$ cat src/rtl/mestre_busca_caminho.sv
// Host-side master for the path-search accelerator.
// Forwards obstacle writes, launches searches and replays the path source-first.
module mestre_busca_caminho #(
  parameter int ADDR_WIDTH    = 10,
  parameter int MAX_CAMINHO   = 64,
  parameter int TIMEOUT_WIDTH = 20
) (
  input  logic                  clk,
  input  logic                  rst,
  input  logic                  cmd_valid_in,
  output logic                  cmd_ready_out,
  input  logic [ADDR_WIDTH-1:0] cmd_fonte_in,
  input  logic [ADDR_WIDTH-1:0] cmd_destino_in,
  input  logic                  obs_valid_in,
  output logic                  obs_ready_out,
  input  logic [ADDR_WIDTH-1:0] obs_addr_in,
  input  logic                  obs_data_in,
  output logic [ADDR_WIDTH-1:0] top_addr_fonte_out,
  output logic [ADDR_WIDTH-1:0] top_addr_destino_out,
  output logic                  top_wr_fonte_out,
  output logic                  obstaculos_wr_enable_out,
  output logic [ADDR_WIDTH-1:0] obstaculos_wr_addr_out,
  output logic                  obstaculos_wr_data_out,
  input  logic [ADDR_WIDTH-1:0] gma_read_data_in,
  input  logic                  gma_pronto_in,
  output logic                  res_valid_out,
  input  logic                  res_ready_in,
  output logic [ADDR_WIDTH-1:0] res_addr_out,
  output logic                  res_last_out,
  output logic [ADDR_WIDTH-1:0] comprimento_out,
  output logic                  ocupado_out,
  output logic                  concluido_out,
  output logic                  erro_timeout_out,
  output logic                  erro_overflow_out
);

  localparam int PW = (MAX_CAMINHO > 1) ? $clog2(MAX_CAMINHO) : 1;
  localparam logic [ADDR_WIDTH-1:0] MAXC = ADDR_WIDTH'(MAX_CAMINHO);
  localparam logic [TIMEOUT_WIDTH-1:0] WD_MAX = '1;

  typedef enum logic [2:0] {
    OCIOSO, DISPARO, AGUARDA, COLETA, ENTREGA
  } estado_t;

  estado_t estado_q, estado_d;

  logic [ADDR_WIDTH-1:0]    fonte_q, fonte_d;
  logic [ADDR_WIDTH-1:0]    destino_q, destino_d;
  logic [ADDR_WIDTH-1:0]    count_q, count_d;
  logic [ADDR_WIDTH-1:0]    comp_q, comp_d;
  logic [PW-1:0]            ptr_q, ptr_d;
  logic [TIMEOUT_WIDTH-1:0] wd_q, wd_d, wd_inc;
  logic                     to_q, to_d;
  logic                     ov_q, ov_d;
  logic                     conc_q, conc_d;
  logic                     obs_we_q;
  logic [ADDR_WIDTH-1:0]    obs_addr_q;
  logic                     obs_data_q;

  logic [ADDR_WIDTH-1:0] buf_q [MAX_CAMINHO];
  logic                  buf_we;
  logic [PW-1:0]         buf_idx;
  logic                  fim;
  logic                  cmd_acc;
  logic                  obs_acc;

  assign obs_ready_out = (estado_q == OCIOSO);
  assign cmd_ready_out = (estado_q == OCIOSO) && !obs_valid_in;
  assign cmd_acc       = cmd_valid_in && cmd_ready_out;
  assign obs_acc       = obs_valid_in && obs_ready_out;
  assign wd_inc        = wd_q + 1'b1;

  always_comb begin
    estado_d  = estado_q;
    fonte_d   = fonte_q;
    destino_d = destino_q;
    count_d   = count_q;
    comp_d    = comp_q;
    ptr_d     = ptr_q;
    wd_d      = wd_q;
    to_d      = to_q;
    ov_d      = ov_q;
    conc_d    = 1'b0;
    buf_we    = 1'b0;
    buf_idx   = PW'(count_q);
    fim       = 1'b0;
    unique case (estado_q)
      OCIOSO: begin
        if (cmd_acc) begin
          fonte_d   = cmd_fonte_in;
          destino_d = cmd_destino_in;
          to_d      = 1'b0;
          ov_d      = 1'b0;
          comp_d    = '0;
          count_d   = '0;
          estado_d  = DISPARO;
        end
      end
      DISPARO: begin
        wd_d     = '0;
        estado_d = AGUARDA;
      end
      AGUARDA: begin
        wd_d = (wd_q == WD_MAX) ? wd_q : wd_inc;
        if (gma_pronto_in) begin
          buf_we  = 1'b1;
          buf_idx = '0;
          count_d = ADDR_WIDTH'(1);
          if (gma_read_data_in == fonte_q) begin
            comp_d   = ADDR_WIDTH'(1);
            ptr_d    = '0;
            estado_d = ENTREGA;
          end else begin
            estado_d = COLETA;
          end
        end else if (wd_inc == WD_MAX) begin
          to_d     = 1'b1;
          conc_d   = 1'b1;
          estado_d = OCIOSO;
        end
      end
      COLETA: begin
        if (gma_pronto_in) begin
          if (count_q < MAXC) begin
            buf_we  = 1'b1;
            count_d = count_q + 1'b1;
          end else begin
            ov_d = 1'b1;
          end
          fim = (gma_read_data_in == fonte_q);
        end else begin
          fim = 1'b1;
        end
        // An overflowed path is incomplete, so it is never replayed
        if (fim) begin
          comp_d = count_d;
          if (ov_d) begin
            conc_d   = 1'b1;
            estado_d = OCIOSO;
          end else begin
            ptr_d    = PW'(count_d - 1'b1);
            estado_d = ENTREGA;
          end
        end
      end
      ENTREGA: begin
        if (res_ready_in) begin
          if (ptr_q == '0) begin
            conc_d   = 1'b1;
            estado_d = OCIOSO;
          end else begin
            ptr_d = ptr_q - 1'b1;
          end
        end
      end
      default: estado_d = OCIOSO;
    endcase
  end

  always_ff @(posedge clk) begin
    if (rst) begin
      estado_q   <= OCIOSO;
      fonte_q    <= '0;
      destino_q  <= '0;
      count_q    <= '0;
      comp_q     <= '0;
      ptr_q      <= '0;
      wd_q       <= '0;
      to_q       <= 1'b0;
      ov_q       <= 1'b0;
      conc_q     <= 1'b0;
      obs_we_q   <= 1'b0;
      obs_addr_q <= '0;
      obs_data_q <= 1'b0;
    end else begin
      estado_q  <= estado_d;
      fonte_q   <= fonte_d;
      destino_q <= destino_d;
      count_q   <= count_d;
      comp_q    <= comp_d;
      ptr_q     <= ptr_d;
      wd_q      <= wd_d;
      to_q      <= to_d;
      ov_q      <= ov_d;
      conc_q    <= conc_d;
      obs_we_q  <= obs_acc;
      if (obs_acc) begin
        obs_addr_q <= obs_addr_in;
        obs_data_q <= obs_data_in;
      end
    end
  end

  always_ff @(posedge clk) begin
    if (buf_we) begin
      buf_q[buf_idx] <= gma_read_data_in;
    end
  end

  assign top_addr_fonte_out       = fonte_q;
  assign top_addr_destino_out     = destino_q;
  assign top_wr_fonte_out         = (estado_q == DISPARO);
  assign obstaculos_wr_enable_out = obs_we_q;
  assign obstaculos_wr_addr_out   = obs_addr_q;
  assign obstaculos_wr_data_out   = obs_data_q;
  assign res_valid_out            = (estado_q == ENTREGA);
  assign res_addr_out             = res_valid_out ? buf_q[ptr_q] : '0;
  assign res_last_out             = res_valid_out && (ptr_q == '0);
  assign comprimento_out          = comp_q;
  assign ocupado_out              = (estado_q != OCIOSO);
  assign concluido_out            = conc_q;
  assign erro_timeout_out         = to_q;
  assign erro_overflow_out        = ov_q;

endmodule

$ cat config.mk
export PLATFORM = sky130hd
export DESIGN_NAME = mestre_busca_caminho
export DESIGN_NICKNAME = d
export VERILOG_FILES = /design/src/rtl/mestre_busca_caminho.sv
export SDC_FILE = /design/constraint.sdc
export NUM_CORES = 1
export LEC_CHECK = 0
export ABC_AREA = 0
export BUFFER_PORTS_ARGS = -buffer_cell sky130_fd_sc_hd__buf_2
export CORE_UTILIZATION = 45
export CTS_BUF_LIST = sky130_fd_sc_hd__clkbuf_8
export CTS_CLUSTER_DIAMETER = 80
export DETAILED_ROUTE_END_ITERATION = 8
export PLACE_DENSITY = 0.6
export SETUP_SLACK_MARGIN = 0.05
export SYNTH_ARGS = -nofsm -noshare
export SYNTH_HDL_FRONTEND = slang
export SYNTH_SLANG_ARGS = --single-unit
$ cat constraint.sdc
create_clock -name clk -period 4.1 [get_ports clk]
set_input_delay 0.82 -clock clk [delete_from_list [all_inputs] [get_ports clk]]
set_output_delay 0.82 -clock clk [all_outputs]
set_load 0.01 [all_outputs]
==> flow_metrics.py, run 1 <==
metrics = {
    "outcome": {
        "outcome": "complete, no violations",
    },
    "grt": {
        "grt_pass1_vias": 16024,
        "track_usage_pct": 21.9,
        "grt_pass1_wl_um": 105000,
        "grt_max_degree": 65,
        "antenna_found_initial": 2,
        "overflow": 0,
    },
    "timing": {
        "finalHoldViolations": 0,
        "fin_crit_sh_pct": 96.9,
        "rsz0062_at_grt": "true",
        "slew_viol_final": 0,
        "setup_viol_count_final": 0,
        "period_needed_ns": 3.97,
        "skew_ns": 0.0563,
        "tightest_slew_ns": 1.10,
        "fin_tns_setup_ns": 0,
        "relSlewSlack_pct": 26.7,
        "worst_slack_ns": 0.129,
        "clock.fmax_mhz": 252,
    },
    "critical_path": {
        "crit_family": "multiplexers",
        "start_kind": "register",
        "crit_slowest_cell": "mux4_2",
        "cp_max_fo": 10,
        "critPathBufInv": 3,
        "crit_type": "register to primary output",
        "path_common_cell": "mux4_2",
        "endpoint_kind": "primary output",
        "critical_path_required_ns": 3.28,
        "crit_path_max_incr_delay_ns": 0.56,
        "path_cells": "buf_12 -> buf_16 -> mux4_2 -> mux4_2 -> mux2i_1 -> o22ai_2 -> buf_2",
        "arrival_ns": 3.15,
    },
    "floorplanning": {
        "die_y_um": 256,
        "dieArea_um2": 65500,
        "initial_core_util_pct": 45.7,
        "core_area_um2": 63400,
        "ioPinCount": 108,
        "die_x_um": 256,
        "rows": 92,
    },
    "cells_and_area": {
        "num-nets-final": 1915,
        "syn_to_final_growth_pct": 17.0,
        "drive_gt1_share_pct": 32.1,
    },
    "clock_network": {
        "insertion_delay_ns": 0.74,
        "cts_root_buffer": "clkbuf_8",
        "path_clk_slew_ns": 0.06,
        "htree_levels": 3,
        "tritoncts": "yes",
        "cts_buffer_depth": 3,
        "numCtsBuffers": 117,
        "numClockSinks": 730,
        "ctsHoldBuffers": 0,
    },
    "route": {
        "drt_first_pass_iters": 5,
        "drc_errors": 0,
        "drt-total-wl_um": 71100,
        "vias": 15883,
        "wire_per_inst_um": 25.3,
        "final_antenna_net_count": 0,
        "drt_iter0_drc": 1431,
        "viasPerCell": 5.66,
    },
    "placement": {
        "place_ws_ns": 0.485,
        "hpwl_um": 43500,
        "portBuffers": 107,
        "place_congestion": 0.855,
    },
    "logic_synthesis": {
        "synth.area.top_cells": "edfxtp_1 (66%), mux4_2 (16%), dfxtp_1 (6.2%), nor2_1 (1.4%), nand2_1 (1.4%)",
        "yosysTopAreaCell": "edfxtp_1",
        "synth_top_area_share_pct": 66.3,
        "synth_nets": 1639,
        "synth.avg_cell_area_um2": 18.3,
        "yosys_warnings": 0,
        "ys_seq_area_share_pct": 72.5,
        "netlist_area_um2": 29000,
        "synth_edf_count": 640,
        "syn_inst": 1588,
        "ys_ff_latch": 730,
        "synth_ff_type": "edfxtp_1",
        "postSynth.asyncResetShare_pct": 0,
        "synth_cell_types": 67,
    },
    "worst_hold_path": {
        "hp-class": "input port to register",
    },
    "power_and_ir_drop": {
        "leakage_nw": 10.9,
        "vdd_ir_drop_max_mv": 0.273,
        "p_per_area_nw_per_um2": 421,
    },
    "job": {
        "maxCapViolCount": 0,
    },
}
==> synth_stat cells (all sizes together), types with 12 or more instances <==
cell type / n
edfxtp: 640
mux4: 200
nor2: 112
nand2: 106
dfxtp: 90
a21oi: 74
clkbuf: 61
nor3: 34
buf: 29
mux2i: 27
o21ai: 27
nand3: 26
xnor2: 15
inv: 12
o22ai: 12
==> sequential cells by signal, summed over array words and instances, names as in the netlist, named ones only <==
name and cells:
buf_q 640, wd_q 20, comprimento_out 10, count_q 10
obstaculos_wr_addr_out 10, top_addr_destino_out 10, top_addr_fonte_out 10, ptr_q 6
estado_q 3, concluido_out 1, erro_overflow_out 1, erro_timeout_out 1
obstaculos_wr_data_out 1, obstaculos_wr_enable_out 1
==> power breakdown <==
group,internal [W],total (W),switching [W],leakage (nW)
logic,0.0000860,0.000320,0.000234,3.18
registers,0.00810,0.00812,0.0000199,6.48
clock network,0.00299,0.00584,0.00285,1.27
==> cell usage in the layout, fill, tap and decap left out, types with 28 or more instances in the layout <==
| cell type | count |
|---|---|
| edfxtp_1 | 640 |
| mux4_2 | 200 |
| clkbuf_8 | 120 |
| buf_4 | 117 |
| nor2_1 | 111 |
| buf_2 | 107 |
| nand2_1 | 106 |
| dfxtp_1 | 86 |
| a21oi_1 | 74 |
| inv_1 | 48 |
| nor3_1 | 33 |
| clkinv_1 | 28 |
==> logic make-up after synthesis <==
family,share of synthesized area [%]
flip-flops,72.5
AND/OR/NAND/NOR,5.64
multiplexers,16.5
AO/OA/AOI/OAI,3.25
buffers and inverters,1.45
XOR/XNOR,0.483
adder cells (fa/ha/maj),0.173
==> area by class of cell <==
cell class | count | area (µm²)
fill | 4975 | 29500
sequential | 730 | 21000
multi-input combinational | 756 | 7690
timing repair buffer | 247 | 1910
clock buffer | 120 | 1650
tap | 846 | 1060
clock inverter | 95 | 547
inverter | 12 | 45.0
antenna | 2 | 5.00
==> routing by layer <==
layer | wire, µm | share of wire, % | vias up | track usage (%)
met5 | 0 | 0 | - | 0
met4 | 1780 | 2.5 | 0 | 7.00
met3 | 5180 | 7.3 | 94 | 5.50
met2 | 34300 | 48 | 584 | 34.7
met1 | 29900 | 42 | 8235 | 29.9
li1 | - | - | 6970 | -
==> worst register-to-register path, cell delays in order, from the launching register on <==
cell	delay, ns
dfxtp_1	0.33
or4_1	0.77
nor2_1	0.44
and3_1	0.33
nand3_1	0.51
nor3_1	0.32
buf_4	0.27
==> what timing repair did <==
| item | CTS | global route |
|---|---|---|
| cloned | 3 | 4 |
| setup endpoints to repair | 10 | 9 |
| gates resized for setup | 28 | 3 |
| hold endpoints to repair | 0 | 0 |
| setup buffers | 7 | 14 |
==> worst paths after layout <==
kind                                                      startpoint                                endpoint  slack [ns]  cells past startpoint
worst max-delay path                                        register                         res_addr_out[3]        0.13                      7
worst min-delay path                                  obs_addr_in[9]  obstaculos_wr_addr_out[9]$_SDFFE_PP0P_        0.34                      3
worst max register to register               count_q[7]$_SDFFE_PP0P_                  buf_q[55][2]$_DFFE_PP_        0.81                      6
worst min register to register  top_addr_destino_out[2]$_SDFFE_PP0P_    top_addr_destino_out[2]$_SDFFE_PP0P_        0.45                      2
==> per-stage QoR <==
step,hold slack (ns),cells,utilization (%),power (W),cell area (µm²)
global placement,0.441,2563,49.2,0.00858,31200
CTS,0.264,2788,53.2,0.0144,33700
detailed placement,0.447,2563,49.2,0.00859,31200
global route,0.297,2808,53.5,0.0148,33900
floorplan,0.461,1588,-,0.00840,29000
finish,0.339,2808,53.5,0.0143,33900
Note: power is estimated with default switching activity, not from simulation.
==> run 2, diff against run 1 <==
==> constraint.sdc (replaced) <==
create_clock -name clk -period 3.7 [get_ports clk]
set_input_delay 0.74 -clock clk [delete_from_list [all_inputs] [get_ports clk]]
set_output_delay 0.74 -clock clk [all_outputs]
set_load 0.01 [all_outputs]
==> flow_metrics.py, run 2 (synthesis results as in run 1) <==
metrics = {
    "cells_and_area": {
        "fin_util_pct": 53.7,
        "largest_reg_flops": 640,
        "reg_top3": "buf_q: 640 flops, wd_q: 20 flops",
        "syn_to_final_growth_pct": 17.4,
        "fillers": 5009,
        "layoutNonFillerInstCount": 2816,
        "final_common_cell": "edfxtp_1",
        "largest_register": "buf_q",
        "multiInputGateArea_um2": 7690,
        "drive_gt1_share_pct": 32.2,
        "register_area_um2": 21000,
        "final_cell_mix": "edfxtp_1 (640), mux4_2 (200), buf_4 (125)",
        "num-nets-final": 1926,
    },
    "grt": {
        "track_usage_pct": 22.0,
        "grt_max_degree": 65,
        "antenna_found_initial": 3,
        "overflow": 0,
        "grt_pass1_wl_um": 105000,
        "grt_pass1_vias": 16152,
    },
    "critical_path": {
        "path_cells": "buf_12 -> buf_6 -> buf_16 -> mux4_2 -> mux4_2 -> mux2i_1 -> buf_4 -> o22ai_2 -> buf_2",
        "crit_path_max_incr_delay_ns": 0.55,
        "cp_max_fo": 8,
        "crit_family": "multiplexers",
        "critPathBufInv": 5,
        "arrival_ns": 3.12,
        "reg2reg_depth": 8,
        "path_common_cell": "mux4_2",
        "start_kind": "register",
        "endpoint_kind": "primary output",
        "r2r_slack_ns": 0.62,
        "crit_slowest_cell": "mux4_2",
        "critical_path_required_ns": 2.96,
        "crit_type": "register to primary output",
        "r2r-end": "buf_q[21][8]$_DFFE_PP_",
        "rr_startpoint": "count_q[7]$_SDFFE_PP0P_",
    },
    "timing": {
        "period_needed_ns": 3.86,
        "finalHoldViolations": 0,
        "hold_slack_ns": 0.266,
        "setup_viol_count_final": 10,
        "worst_slack_ns": -0.161,
        "slew_viol_final": 0,
        "rsz0062_at_grt": "true",
        "skew_ns": 0.0282,
        "tightest_slew_ns": 0.852,
        "relSlewSlack_pct": 43.1,
        "fin_crit_sh_pct": 104,
        "fin_tns_setup_ns": -1.29,
        "clock.fmax_mhz": 259,
    },
    "clock_network": {
        "cts_buffer_depth": 3,
        "cts_root_buffer": "clkbuf_8",
        "insertion_delay_ns": 0.73,
        "tritoncts": "yes",
        "ctsHoldBuffers": 0,
        "htree_levels": 3,
        "numCtsBuffers": 115,
        "path_clk_slew_ns": 0.06,
        "numClockSinks": 730,
    },
    "floorplanning": {
        "rows": 92,
        "die_y_um": 256,
        "die_x_um": 256,
        "dieArea_um2": 65500,
        "ioPinCount": 108,
        "initial_core_util_pct": 45.7,
        "core_area_um2": 63400,
    },
    "outcome": {
        "violations": "negative setup slack",
        "outcome": "finished with violations",
    },
    "placement": {
        "place_ws_ns": 0.382,
        "hpwl_um": 42700,
        "place_congestion": 0.838,
        "dpl.cell_count": 2570,
        "portBuffers": 107,
    },
    "worst_hold_path": {
        "hp-class": "input port to register",
        "min_to": "obstaculos_wr_addr_out[2]$_SDFFE_PP0P_",
        "min_delay_path_depth": 3,
        "holdCritStartpoint": "obs_addr_in[2]",
    },
    "route": {
        "drt-total-wl_um": 71300,
        "drt_first_pass_iters": 5,
        "drt_iter0_drc": 1426,
        "final_antenna_net_count": 0,
        "drc_errors": 0,
        "wire_per_inst_um": 25.3,
        "vias": 16024,
        "viasPerCell": 5.69,
    },
    "power_and_ir_drop": {
        "p_per_area_nw_per_um2": 461,
        "vdd_ir_drop_max_mv": 0.401,
        "leakage_nw": 11.0,
    },
    "job": {
        "maxCapViolCount": 0,
    },
}
run 2: where the power goes:
part | leakage [nW] | internal [W] | switching, W
Combinational | 3.27 | 0.0000977 | 0.000265
Sequential | 6.48 | 0.00897 | 0.0000206
Clock | 1.25 | 0.00323 | 0.00309
run 2: how the worst max path moves through the flow:
stage	cells past startpoint	endpoint	slack [ns]
2_1_floorplan	6	buf_q[48][0]$_DFFE_PP_	0.16
3_3_place_gp	6	res_addr_out[5]	0.41
3_5_place_dp	6	res_addr_out[9]	0.38
4_1_cts	10	res_addr_out[6]	-0.29
5_1_grt	9	res_addr_out[1]	-0.27
6_report	9	res_addr_out[1]	-0.16
run 2: layer usage:
layer,part of all wire [%],vias to the layer above,GRT usage [%]
li1,-,6998,-
met4,2.4,0,7.27
met1,43,8278,30.8
met5,0,-,0
met3,7.0,122,4.69
met2,48,626,34.5
run 2: per-stage QoR:
stage / power (W) / area (µm²)
after floorplan: 0.00930 / 29000
after global placement: 0.00951 / 31300
after detailed placement: 0.00953 / 31300
after CTS: 0.0158 / 33900
after global routing: 0.0162 / 34000
final: 0.0157 / 34000
run 2: what timing repair did:
action                                  CTS  global route
resized for setup                        44             9
gates cloned                              6             0
setup buffers                            16            14
pin swaps                                 2             2
endpoints found under the setup margin   10            10
run 2: worst min-delay path, stage by stage:
cell and delay, ns:
buf_2 0.09, nand2_1 0.04, a21oi_1 0.05
run 2: final cells by class:
| class | instances | area share, % |
|---|---|---|
| Sequential cell | 730 | 61.8 |
| Antenna cell | 1 | 0.00735 |
| Multi-Input combinational cell | 756 | 22.6 |
| Inverter | 12 | 0.132 |
| Clock inverter | 89 | 1.29 |
| Tap cell | 846 | 3.11 |
| Timing Repair Buffer | 260 | 6.18 |
| Clock buffer | 122 | 4.93 |
